### config.mk
export PLATFORM = sky130hd
export DESIGN_NAME = tmr32_alarm_sched_flat
export DESIGN_NICKNAME = d
export VERILOG_FILES = /design/src/rtl/tmr32_alarm_sched_if.sv /design/src/rtl/tmr32_alarm_sched.sv /design/src/flat_wrapper.sv
export SDC_FILE = /design/constraint.sdc
export NUM_CORES = 1
export LEC_CHECK = 0
export CAP_MARGIN = 20
export CORE_ASPECT_RATIO = 1.1
export CORE_MARGIN = 2
export CORE_UTILIZATION = 60
export CTS_CLUSTER_DIAMETER = 100
export CTS_CLUSTER_SIZE = 28
export DETAILED_ROUTE_END_ITERATION = 8
export GPL_TIMING_DRIVEN = 0
export PLACE_DENSITY = 0.82
export SLEW_MARGIN = 0
export SYNTH_ARGS = -nofsm -noshare
export SYNTH_HDL_FRONTEND = slang
export SYNTH_SLANG_ARGS = --single-unit
### constraint.sdc
create_clock -name PCLK -period 10.8 [get_ports PCLK]
set_input_delay 3.24 -clock PCLK [delete_from_list [all_inputs] [get_ports PCLK]]
set_output_delay 3.24 -clock PCLK [all_outputs]
set_load 0.02 [all_outputs]
### src/rtl/tmr32_alarm_sched_if.sv
// Requester and timer-register bundle shared by the alarm scheduler
// and its clients; the slave side is the scheduler itself.
interface tmr32_alarm_sched_if #(
    parameter int NUM_CH = 4
);
    logic [NUM_CH-1:0]    arm_valid;
    logic [NUM_CH*32-1:0] arm_delay;
    logic [NUM_CH-1:0]    arm_ready;
    logic [NUM_CH-1:0]    cancel;
    logic [NUM_CH-1:0]    expired;
    logic [NUM_CH-1:0]    armed;
    logic [31:0]          TMR;
    logic                 TMROV;
    logic [31:0]          TMRCMP;
    logic                 TMROVCLR;
    logic                 TMREN;

    modport master (
        output arm_valid, arm_delay, cancel, TMR, TMROV,
        input  arm_ready, expired, armed, TMRCMP, TMROVCLR, TMREN
    );

    modport slave (
        input  arm_valid, arm_delay, cancel, TMR, TMROV,
        output arm_ready, expired, armed, TMRCMP, TMROVCLR, TMREN
    );
endinterface

### src/rtl/tmr32_alarm_sched.sv
// Multiplexes per-channel one-shot deadlines onto a single TIMER32
// compare register, earliest deadline first.
module tmr32_alarm_sched #(
    parameter int NUM_CH = 4
) (
    input  logic               PCLK,
    input  logic               PRESETn,
    tmr32_alarm_sched_if.slave bus
);
    localparam int          KW      = $clog2(NUM_CH);
    localparam logic [31:0] MAX_DLY = 32'h7FFF_FFFF;

    typedef enum logic [2:0] {
        S_IDLE, S_SCAN, S_LOAD, S_WAIT, S_EXPIRE
    } state_t;

    state_t state, state_nxt;

    logic [31:0]        deadline [NUM_CH];
    logic signed [31:0] diff [NUM_CH];
    logic [NUM_CH-1:0]  armed_q, armed_nxt;
    logic [NUM_CH-1:0]  grant, accept, due, expired_q;
    logic [KW-1:0]      scan_k;
    logic signed [31:0] best_diff, k_diff;
    logic [31:0]        best_dl, cmp_q;
    logic               best_valid, any_due, any_due_nxt;
    logic               k_armed, k_due, k_better, scan_last;
    logic               rescan, ovclr_q, en_q;

    function automatic logic [31:0] sat_delay(input logic [31:0] d);
        return d[31] ? MAX_DLY : d;
    endfunction

    // Wrap-safe signed distance to each deadline
    always_comb begin
        for (int i = 0; i < NUM_CH; i++) begin
            diff[i] = $signed(deadline[i] - bus.TMR);
            due[i]  = armed_q[i] && (diff[i] <= 0);
        end
    end

    always_comb begin
        grant = '0;
        if (state == S_IDLE || state == S_WAIT) begin
            for (int i = NUM_CH - 1; i >= 0; i--) begin
                if (bus.arm_valid[i]) begin
                    grant    = '0;
                    grant[i] = 1'b1;
                end
            end
        end
    end

    assign accept = bus.arm_valid & grant;
    assign rescan = (|accept) | (|(bus.cancel & armed_q));

    assign k_diff      = diff[scan_k];
    assign k_armed     = armed_q[scan_k];
    assign k_due       = k_armed && (k_diff <= 0);
    assign k_better    = k_armed && (!best_valid || k_diff < best_diff);
    assign scan_last   = (scan_k == KW'(NUM_CH - 1));
    assign any_due_nxt = any_due | k_due;

    // Cancel beats expiry; an arm in the same cycle beats cancel
    always_comb begin
        armed_nxt = armed_q & ~bus.cancel;
        if (state == S_EXPIRE)
            armed_nxt = armed_nxt & ~due;
        armed_nxt = armed_nxt | accept;
    end

    always_ff @(posedge PCLK) begin
        if (!PRESETn)
            state <= S_IDLE;
        else
            state <= state_nxt;
    end

    always_comb begin
        state_nxt = state;
        unique case (state)
            S_IDLE:
                if (|accept)
                    state_nxt = S_SCAN;
            S_SCAN:
                if (scan_last) begin
                    if (any_due_nxt)
                        state_nxt = S_EXPIRE;
                    else if (|armed_nxt)
                        state_nxt = S_LOAD;
                    else
                        state_nxt = S_IDLE;
                end
            S_LOAD:
                state_nxt = S_WAIT;
            S_WAIT:
                if (rescan)
                    state_nxt = S_SCAN;
                else if (bus.TMROV)
                    state_nxt = S_EXPIRE;
            S_EXPIRE:
                state_nxt = S_SCAN;
            default:
                state_nxt = S_IDLE;
        endcase
    end

    always_ff @(posedge PCLK) begin
        if (!PRESETn) begin
            armed_q    <= '0;
            expired_q  <= '0;
            ovclr_q    <= 1'b0;
            en_q       <= 1'b0;
            cmp_q      <= '0;
            scan_k     <= '0;
            any_due    <= 1'b0;
            best_valid <= 1'b0;
            best_diff  <= '0;
            best_dl    <= '0;
            for (int i = 0; i < NUM_CH; i++)
                deadline[i] <= '0;
        end else begin
            en_q      <= 1'b1;
            armed_q   <= armed_nxt;
            ovclr_q   <= (state == S_EXPIRE);
            expired_q <= (state == S_EXPIRE) ? (due & ~bus.cancel) : '0;
            for (int i = 0; i < NUM_CH; i++) begin
                if (accept[i])
                    deadline[i] <= bus.TMR
                        + sat_delay(bus.arm_delay[32*i +: 32]);
            end
            if (state == S_LOAD)
                cmp_q <= best_dl;
            // best_dl survives into LOAD; only the scan flags restart
            if (state == S_SCAN) begin
                scan_k  <= scan_last ? '0 : scan_k + KW'(1);
                any_due <= any_due_nxt;
                if (k_better) begin
                    best_valid <= 1'b1;
                    best_diff  <= k_diff;
                    best_dl    <= deadline[scan_k];
                end
            end else begin
                scan_k     <= '0;
                any_due    <= 1'b0;
                best_valid <= 1'b0;
            end
        end
    end

    always_comb begin
        bus.arm_ready = grant;
        bus.expired   = expired_q;
        bus.armed     = armed_q;
        bus.TMRCMP    = cmp_q;
        bus.TMROVCLR  = ovclr_q;
        bus.TMREN     = en_q;
    end
endmodule

### src/flat_wrapper.sv
// flat-port wrapper written by rule: the top's interface ports become plain ports
module tmr32_alarm_sched_flat 
#(
    parameter int NUM_CH = 4
)
  (PCLK, PRESETn, bus_arm_valid, bus_arm_delay, bus_cancel, bus_TMR, bus_TMROV, bus_arm_ready, bus_expired, bus_armed, bus_TMRCMP, bus_TMROVCLR, bus_TMREN);
  tmr32_alarm_sched_if #(.NUM_CH(NUM_CH)) bus_i ();
  input  logic PCLK;
  input  logic PRESETn;
  input wire logic [$bits(bus_i.arm_valid)-1:0] bus_arm_valid;
  input wire logic [$bits(bus_i.arm_delay)-1:0] bus_arm_delay;
  input wire logic [$bits(bus_i.cancel)-1:0] bus_cancel;
  input wire logic [$bits(bus_i.TMR)-1:0] bus_TMR;
  input wire logic [$bits(bus_i.TMROV)-1:0] bus_TMROV;
  output wire logic [$bits(bus_i.arm_ready)-1:0] bus_arm_ready;
  output wire logic [$bits(bus_i.expired)-1:0] bus_expired;
  output wire logic [$bits(bus_i.armed)-1:0] bus_armed;
  output wire logic [$bits(bus_i.TMRCMP)-1:0] bus_TMRCMP;
  output wire logic [$bits(bus_i.TMROVCLR)-1:0] bus_TMROVCLR;
  output wire logic [$bits(bus_i.TMREN)-1:0] bus_TMREN;
  assign bus_i.arm_valid = bus_arm_valid;
  assign bus_i.arm_delay = bus_arm_delay;
  assign bus_i.cancel = bus_cancel;
  assign bus_i.TMR = bus_TMR;
  assign bus_i.TMROV = bus_TMROV;
  assign bus_arm_ready = bus_i.arm_ready;
  assign bus_expired = bus_i.expired;
  assign bus_armed = bus_i.armed;
  assign bus_TMRCMP = bus_i.TMRCMP;
  assign bus_TMROVCLR = bus_i.TMROVCLR;
  assign bus_TMREN = bus_i.TMREN;
  tmr32_alarm_sched #(.NUM_CH(NUM_CH)) u_core (.PCLK(PCLK), .PRESETn(PRESETn), .bus(bus_i));
endmodule
### Yosys cells after proc, flatten, opt, wreduce, memory -nomap -nowiden

Memory sizes are Yosys's and may differ from the RTL's. A register that Yosys moved wholly into a read port is not among the register bits.
Cells that the tools add are included.

* register bits: 81
* memory bits (writable): 128
* input port bits: 171
* memories kept: 1

* add/sub/neg operators: 9
* order comparisons: 8
* equal/unequal tests: 8
* multiplexer cells: 40
* bitwise operators: 17
* reduce and logical (&&, ||, !) cells: 19

Memory list
* u_core.deadline: depth 4, width 32, read ports 5, clocked after Yosys merged registers in 1, wr ports 4, RTL line tmr32_alarm_sched.sv:19 `logic [31:0] deadline [NUM_CH];`

Operator list (count)
* $mux W32: 6
* $le A32 B1 Y1 const B: 5
* $add A32 B32 Y32: 4
* $sub A32 B32 Y32: 4
* $mux W31: 4
* $bmux W32 S2: 1
* $lt A32 B32 Y1: 1
* $mux W4: 6
* $and A4 B4 Y4: 5
* $mux W1: 15
* $mux W3: 5
* $pmux W3 S5: 1
* $reduce_or A4 Y1: 3
* $not A4 Y4: 2
* $eq A3 B2 Y1 const B: 2
* $logic_and A1 B1 Y1: 6
* $or A1 B1 Y1: 6
* $reduce_and A2 Y1: 3
* $or A4 B4 Y4: 1
* $eq A3 B1 Y1 const B: 1
* $eq A3 B3 Y1 const B: 1
* $ge A3 B3 Y1 const B: 1
* $logic_not A3 Y1: 1
* $lt A2 B3 Y1 const B: 1
* 13 further kinds: 16

### Depth between registers and ports, before layout

Gate-level depths: netlist (run 1).
An unclocked memory read counts as a cell.

* word-level depth: 13
* mapped depth: 26

### Worst setup path before layout (run 1)

Ideal clock, no wire load.

* path kind: input to register
* start: input port bus_TMR[2]
* end: register u_core.best_dl[0] (read register of u_core.deadline)
* library setup time: 128 ps
* arrival: 8687 ps
* setup slack: 1986 ps
* cell stages on the path: 25
* cell sequence: inv_1 ha_1 o21ai_1 a21oi_1 or4_4 a41o_1 a21o_1 a2111oi_0 o2111ai_1 o41a_1 o2111a_1 a221oi_1 ha_1 nand4_1 or2_2 nor2_1 a221oi_1 o221ai_1 a31oi_1 xor2_1 a21oi_1 buf_1 buf_1 mux2i_1 nor2_1

* longest elaborated chain between the ends: 8

Ends and longest elaborated chain
* from (decl): RTL line flat_wrapper.sv:13 `input wire logic [$bits(bus_i.TMR)-1:0] bus_TMR;`
* $sub A32 B32 Y32: RTL line tmr32_alarm_sched.sv:37 `diff[i] = $signed(deadline[i] - bus.TMR);`
* $bmux W32 S2 *: RTL line tmr32_alarm_sched.sv:57 `assign k_diff = diff[scan_k];`
* $mux W32 (not written as such) * (2 in a row): RTL line tmr32_alarm_sched.sv:57
* named net u_core.k_diff[31]: RTL line tmr32_alarm_sched.sv:24 `logic signed [31:0] best_diff, k_diff;`
* $lt A32 B32 Y1 *: RTL line tmr32_alarm_sched.sv:60 `assign k_better = k_armed && (!best_valid || k_diff < best_diff);`
* $logic_or A1 B1 Y1 *: RTL line tmr32_alarm_sched.sv:60
* $logic_and A1 B1 Y1 *: RTL line tmr32_alarm_sched.sv:60
* $reduce_and A2 Y1 (no source line) *
* to (decl): RTL line tmr32_alarm_sched.sv:25 `logic [31:0] best_dl, cmp_q;`

Mark *: on every way through the listed nets, which the timed path passes. The rest lies on a longest branch. The select of a mux whose other input is x is not followed.
A chain may end at the register's enable or synchronous reset.

### Worst setup path in the final report (run 1)

* start: input port bus_TMR[2]
* end: register u_core.best_dl[8] (read register of u_core.deadline)

Same word-level chain as after synthesis.

==> results.md, run 1 <==
- Die footprint: 43220 sq um
- GP Congestion: 1.041
- Final HPWL DP: 77750 um
- Maximum VDD drop: 81.39 uV
- Avg Synthesized Cell Area: ~8.4 sq um
- Port bufs: 215
- Fraction of layout instances using a drive strength above 1: 7.680%
- MaxCap Viol Count: 0
- Critical Path RT: 11220 ps
- Drt wl/cell: ~24 um
- DRT Pass-1 Iters: 6
- Core area: 41090 sq um
- Mapped cell area: 24940 sq um
- Final Hold Vio Count: 0
- Clock period minus final worst setup slack: 10400 ps
- Tcrit/Tclk final: 96.34%
- Endpoints failing setup: 0
- Total gr overflow: 0
- Post-Syn Instances: 2974
- Worst reg2reg path depth: 22
- Hold depth: 2
- Pwr dens: ~110 nW/um^2
- DRC: 0
- Worst Path Arrival: 10820 ps
- #FFs+latches synth: 241
- Sequential area share after synthesis: 24.48%
- Initial Utilization: 60.70%
- Vias in the first global route: 23980
- Die height: 217.8 um
- Async SR Flop Fraction: 0%
- Main combinational cell family by area after synthesis: simple AND/OR/NAND/NOR gates
- Max Clk Rate: 0.09611 GHz
- Io pins: 217
- Slew HR: 31.41%
- Routed Wire Length: 92350 um
- Startpoint types: primary input
- CTS tree: done
- Hold Slack: ~460 ps
- Synth Area in Compound Gates: 20.41%
- Worst hold path type: reg -> reg
- Multi-input logic area: 17920 sq um
- Die X: between 150 and 200 um
- Antenna-violating nets left: 0
- Post-CTS Setup Repair Bufs: 0
- Synthesis-to-layout area growth: 13.77%
- Clk Tree Root Cell: clkbuf_16
- Largest net degree at the start of global routing: 33
- Clk sinks: ~240
- FF/Latch Area: 6106 sq um
- Mux contribution to synthesized area: 7.811%
- Row count: 78
- Static Leak: 11.31 nW
- Filler cell count: 3163
- Simple-gate share of the synthesized area: between 20% and 30%
- Initial antenna violation count: 1
- Total number of vias: 24980
- Routed vias/inst: 6.615
- Setup TNS: 0 ps
- Synth Flop Type: edfxtp_1
- CTS max path bufs: 3
- Final setup margin: 395.1 ps
- Clk slew on worst S/H paths: 100 ps
- Netlist cell types: 85
- CP Capture Type: flip-flop
- Power after layout: 3.212 mW
- Number of synthesized flops with an enable pin: between 100 and 150
- Iter 0 DRT Violations: 2632
- Flop-to-flop setup slack: approximately 3100 ps
- Worst Tran Pin Value: 1029 ps
- Worst clock skew: 31.69 ps
- Crit path max fanout: 10
- Nets@finish: about 3700
- CP Class: in -> reg
- First-pass GRT wire length: 136500 um
- Final core utilization: 69.06%
- Synth warn: 0
- H-tree levels: 1
- Max-slew violation count: 0
- Post-Synth Adder-Cell Area: 14.69%
- RSZ-0062 raised after global routing: no
- Hold buffer count at cts: 0
- Status: finished, final reports clean
- CTS Buf Count: 14
- Clock insertion delay at the later pin of the skew report: ~540 ps
- DP Worst Slack: -1374 ps
- Syn Nets: 3433
- Xor/xnor share of the synthesized area: 6.813%
- Total GRT Usage: 41.89%
-- worst max-delay path, stage by stage --
cell and delay (ps):
clkdlybuf4s50_1 690, inv_1 230, ha_1 390, o21ai_1 130
a21oi_1 100, or4_4 490, a41o_1 380, a21o_1 280
a2111oi_1 680, o2111ai_1 240, o41a_1 210, o2111a_1 200
a221oi_2 460, ha_1 400, nand4_1 180, or2_2 150
nor2_1 50, a221oi_1 300, o221ai_1 180, a31oi_1 200
xor2_1 90, a21oi_1 230, clkbuf_2 340, buf_1 610
mux2i_1 270, nor2_1 60
-- cell usage in the layout, fill, tap and decap left out, types with 11 or more instances in the layout --
cell type        count
nor2_1             335
ha_1               280
a21oi_1            235
clkdlybuf4s50_1    214
nand2_1            197
inv_1              141
or2_2              134
edfxtp_1           128
xnor2_1            127
o21ai_0            114
dfxtp_1            113
a21o_1             106
clkbuf_1            94
nor3_1              73
mux2i_1             72
nand3_1             67
xor2_1              67
mux4_2              52
and3_1              45
o21a_1              45
nand2b_1            44
nand4_1             36
a211oi_1            35
o21bai_1            33
a31oi_1             31
nor2b_1             30
or3_1               28
and2_1              27
o31ai_1             22
o211ai_1            20
nor3b_1             15
clkbuf_16           15
nor4_1              12
o22ai_1             11
-- power by group --
group          internal (mW)  switching [mW]
sequential              1.01          0.0545
combinational          0.619           0.898
clock                  0.272           0.355
-- cell families (layout without fill, tap and decap cells) --
kind of cell / after synthesis / count (layout)
other: 0 / 1
buffers and inverters: 248 / 490
XOR/XNOR: 194 / 194
adder cells (fa/ha/maj): 288 / 288
AO/OA/AOI/OAI: 777 / 777
AND/OR/NAND/NOR: 1097 / 1097
flip-flops: 241 / 241
multiplexers: 129 / 129
-- final cells by class --
cell class / instances / share of cell area [%]
buffer: 105 / 1.433
inverter: 143 / 1.892
clock inverter: 4 / 0.3087
antenna: 1 / 0.008819
sequential: 241 / 21.52
multi-input combinational: 2485 / 63.14
tap: 560 / 2.469
timing repair buffer: 220 / 7.863
clock buffer: 18 / 1.363
-- state kept, by name, summed over array words and instances (netlist names), 2 cells and up --
name                cells
u_core.scan_k           2
u_core.best_diff       32
u_core.state            3
u_core.bus.TMRCMP      32
u_core.bus.armed        4
u_core.deadline       128
u_core.best_dl         32
u_core.bus.expired      4
-- timing repair --
| item | CTS | global route |
|---|---|---|
| hold endpoints to repair | 0 | 0 |
| resized for setup | 7 | 4 |
| setup endpoints to repair | 59 | 49 |
-- synth_stat cells, drive strengths merged, types with 8 or more instances --
cell type	n	area share, %
a221oi	8	0.28
nor2b	30	0.75
o21ai	119	2.4
a2111oi	9	0.32
edfxtp	128	15
and4	9	0.32
and3	45	1.1
clkbuf	91	1.4
nand2b	46	1.2
nor3	73	1.5
or2	135	3.4
nor3b	15	0.45
o31ai	22	0.66
or3	28	0.70
fa	8	0.64
o21a	45	1.4
a21o	106	3.2
nand3b	9	0.27
a21oi	236	4.8
inv	143	2.2
nor2	335	5.0
o21bai	33	0.99
xor2	67	2.4
a311oi	9	0.32
nand2	197	3.0
ha	280	14
nand4b	9	0.32
dfxtp	113	9.1
o22ai	11	0.28
o2111ai	8	0.28
xnor2	127	4.5
o211ai	21	0.65
a211oi	35	1.1
nand4	36	0.90
nand3	67	1.3
mux4	52	4.7
nor4	12	0.30
buf	14	0.21
a31oi	32	0.83
mux2i	72	2.9
and2	29	0.73
-- routing by layer --
metal	GRT usage (%)	up-vias	share of wire (%)	routed length [um]
met2	67.73	1444	45	41210
met3	6.789	258	11	10420
met1	53.68	11880	38	35050
met5	0	-	0.014	13
met4	22.43	2	6.1	5646
li1	-	11400	-	-
-- metrics by stage --
step,area [sq um],std cells
after floorplan,24940,2974
after global placement,27790,3749
after detailed placement,27850,3752
after CTS,28330,3774
after global routing,28370,3776
final,28370,3777
-- path summary, 6_finish.rpt --
| path | start | to |
|---|---|---|
| max | bus_TMR[2] | u_core.best_dl[8]$_SDFFE_PN0P_ |
| max reg2reg | u_core.scan_k[1]$_SDFF_PP0_ | u_core.best_dl[8]$_SDFFE_PN0P_ |
| min | u_core.bus.TMRCMP[25]$_SDFFE_PN0P_ | u_core.bus.TMRCMP[25]$_SDFFE_PN0P_ |
| min reg2reg | u_core.bus.TMRCMP[25]$_SDFFE_PN0P_ | u_core.bus.TMRCMP[25]$_SDFFE_PN0P_ |
Power figures use the tool's default switching activity.
==> inputs of run 2 (changes only) <==
--- a/config.mk
+++ b/config.mk
@@ -10,7 +10,6 @@
 export CORE_MARGIN = 2
 export CORE_UTILIZATION = 60
 export CTS_CLUSTER_DIAMETER = 100
-export CTS_CLUSTER_SIZE = 28
 export DETAILED_ROUTE_END_ITERATION = 8
 export GPL_TIMING_DRIVEN = 0
 export PLACE_DENSITY = 0.82
==> run 2 against run 1 <==
  * Clock-buffer cell count is 13 higher
  * First-iteration DRC count is 10% higher
  * Global-route usage is 0.87 points higher
  * Clock power is 58% higher
  * Worst setup slack worse by 20 ps
==> results.md, run 2 (synthesis gave the netlist of run 1 again) <==
- Clock power share: 27.5% (was 19.5%)
- DP Area: 27850 sq um (unchanged)
- Clk sinks: 241 (unchanged)
- Routed vias/inst: 6.649 (was 6.615)
- CP Capture Type: flip-flop (unchanged)
- Worst clock skew: 23.69 ps (was 31.69 ps)
- Switching share of power: 38.86% (was 40.69%)
- Initial antenna violation count: 1 (unchanged)
- Worst hold path type: reg -> reg (unchanged)
- Clk Tree Root Cell: clkbuf_16 (unchanged)
- Nets@finish: 3682 (was 3669)
- MaxCap Viol Count: 0 (unchanged)
- Net switching power: 1.392 mW (was 1.307 mW)
- CTS Buf Count: 28 (was 14)
- Maximum VDD drop: 95.36 uV (was 81.39 uV)
- DRT Pass-1 Iters: 7 (was 6)
- Startpoint types: primary input (unchanged)
- DRC: 0 (unchanged)
- Synthesis-to-layout area growth: 15.56% (was 13.77%)
- Worst Tran Pin Value: 1200 ps (was 1029 ps)
- Top delay family on crit path: compound AO/OA/AOI/OAI gates (unchanged)
- Clock period minus final worst setup slack: 10430 ps (was 10400 ps)
- Iter 0 DRT Violations: 2906 (was 2632)
- Worst Path Arrival: 10870 ps (was 10820 ps)
- Total number of vias: 25310 (was 24980)
- Internal power component: 2.191 mW (was 1.905 mW)
- Tcrit/Tclk final: 96.53% (was 96.34%)
- Critical Path RT: 11250 ps (was 11220 ps)
- Crit path max fanout: 10 (unchanged)
- Max reg flops: 128 (unchanged)
- GP Congestion: 1.041 (unchanged)
- Largest Register: u_core.deadline (unchanged)
- Setup TNS: 0 ps (unchanged)
- Routing usage on met3: 7.563% (was 6.789%)
- Antenna-violating nets left: 0 (unchanged)
- Total GRT Usage: 42.76% (was 41.89%)
- Post-route cell area: 28820 sq um (was 28370 sq um)
- Status: finished, final reports clean (unchanged)
- Final Hold Vio Count: 0 (unchanged)
- Routed Wire Length: 94440 um (was 92350 um)
- H-tree levels: 1 (unchanged)
- Clk slew on worst S/H paths: 70 ps (was 100 ps)
- Pwr dens: 124.3 nW/um^2 (was 113.2 nW/um^2)
- Clock insertion delay at the later pin of the skew report: 590 ps (was 540 ps)
- Top cell by count, worst path: a21o_1
- Max-slew violation count: 0 (unchanged)
- Final HPWL DP: 77750 um (unchanged)
- Critical-path top delay cell: clkdlybuf4s50_1 (unchanged)
- Largest net degree at the start of global routing: 33 (unchanged)
- Post-CTS Setup Repair Bufs: 0 (unchanged)
- Initial Utilization: 60.70% (unchanged)
- Most frequent cells in the layout: 335 x nor2_1, 280 x ha_1, 235 x a21oi_1, 214 x clkdlybuf4s50_1, 197 x nand2_1 (unchanged)
- Die height: 217.8 um (unchanged)
- Sequential Power Share: 29.9% (was 33.3%)
- Total gr overflow: 0 (unchanged)
- Vias in the first global route: 24390 (was 23980)
- Static Leak: 11.55 nW (was 11.31 nW)
- M2 GR Usage: 68.87% (was 67.73%)
- Slew HR: 20.01% (was 31.41%)
- CP Buf/Inv Count: 4 (unchanged)
- GR Util met1: 54.45% (was 53.68%)
- Row count: 78 (unchanged)
- Max Clk Rate: 0.09592 GHz (was 0.09611 GHz)
- Io pins: 217 (unchanged)
- Core area: 41090 sq um (unchanged)
- Drt wl/cell: 24.81 um (was 24.45 um)
- CP max stage delay: 700 ps (was 690 ps)
- Most common cell after layout, fill and taps aside: nor2_1 (unchanged)
- Die footprint: 43220 sq um (unchanged)
- CTS max path bufs: 3 (unchanged)
- Endpoints failing setup: 0 (unchanged)
- Port bufs: 215 (unchanged)
- Fraction of layout instances using a drive strength above 1: 8.505% (was 7.680%)
- GRT Max-Usage Layer: met2 (unchanged)
- Die X: 198.4 um (unchanged)
- Power share of the combinational group: 42.6% (was 47.2%)
- CTS tree: done (unchanged)
- First-pass GRT wire length: 139600 um (was 136500 um)
- CP Class: in -> reg (unchanged)
- RSZ-0062 raised after global routing: no (unchanged)
run 2: cell count changes in the layout (fill, tap and decap cells not counted), moves of 2 or more:
cell / delta
clkinv_4: +2
clkinv_16: -2
inv_4: +3
inv_6: +2
clkbuf_16: +13
clkinv_2: +6
bufinv_16: +3
run 2: metrics by stage:
| step | hold slack, ps | power, mW | worst slack [ps] | utilization [%] | cells |
|---|---|---|---|---|---|
| final | 451.7 | 3.583 | 374.9 | 70.15 | 3807 |
| after global routing | 469.0 | 3.718 | 150.4 | 70.14 | 3805 |
| after CTS | 456.1 | 3.518 | 70.75 | 70.07 | 3804 |
| after detailed placement | 447.6 | 2.540 | -1374 | 67.77 | 3752 |
| after global placement | 437.9 | 2.488 | -931.4 | 67.64 | 3749 |
| after floorplan | 431.2 | 2.067 | 1986 | - | 2974 |
run 2: worst register-to-register path: cells and delay by family, from the launching register on:
family	cells	cell delay [ps]
simple gates	4	430
flops	1	390
mux	1	270
buf+inv	7	3870
fa+ha+maj	1	410
xor+xnor	1	100
compound gates	8	2120
run 2: power by group through the flow:
stage          registers, mW  logic, mW  clock network, mW
5_1_grt                 1.07       1.63               1.02
2_1_floorplan           1.05       1.02                  0
3_5_place_dp            1.08       1.46                  0
3_3_place_gp            1.08       1.41                  0
4_1_cts                 1.06       1.47              0.981
6_report                1.07       1.53              0.986
run 2: what timing repair did:
| action | 4_1_cts | 5_1_grt |
|---|---|---|
| resized for setup | 7 | 5 |
| endpoints found under the setup margin | 60 | 49 |
| hold buffers | 0 | 0 |
run 2: per-layer routing:
metal	up-vias	wire length, um
met5	-	11
met4	2	5901
met3	318	10420
met2	1592	41990
met1	11960	36120
li1	11440	-
run 2: worst paths after layout:
kind,from,endpoint,slack [ps],depth (start not counted)
setup / recovery,bus_TMR[7],u_core.best_dl[0]$_SDFFE_PN0P_,370,26
setup reg to reg,u_core.scan_k[1]$_SDFF_PP0_,u_core.best_dl[0]$_SDFFE_PN0P_,3080,22
hold / removal,u_core.best_dl[16]$_SDFFE_PN0P_,u_core.bus.TMRCMP[16]$_SDFFE_PN0P_,450,2
hold reg to reg,u_core.best_dl[16]$_SDFFE_PN0P_,u_core.bus.TMRCMP[16]$_SDFFE_PN0P_,450,2
run 2: cell type report:
class,instances,area (sq um)
Buffer,105,407.9
Multi-Input combinational cell,2485,17920
Inverter,143,536.8
Tap cell,560,700.7
Antenna cell,2,5.005
Timing Repair Buffer,219,2216
Clock buffer,31,711.9
Clock inverter,21,221.5
Fill cell,3071,12270
Sequential cell,241,6106
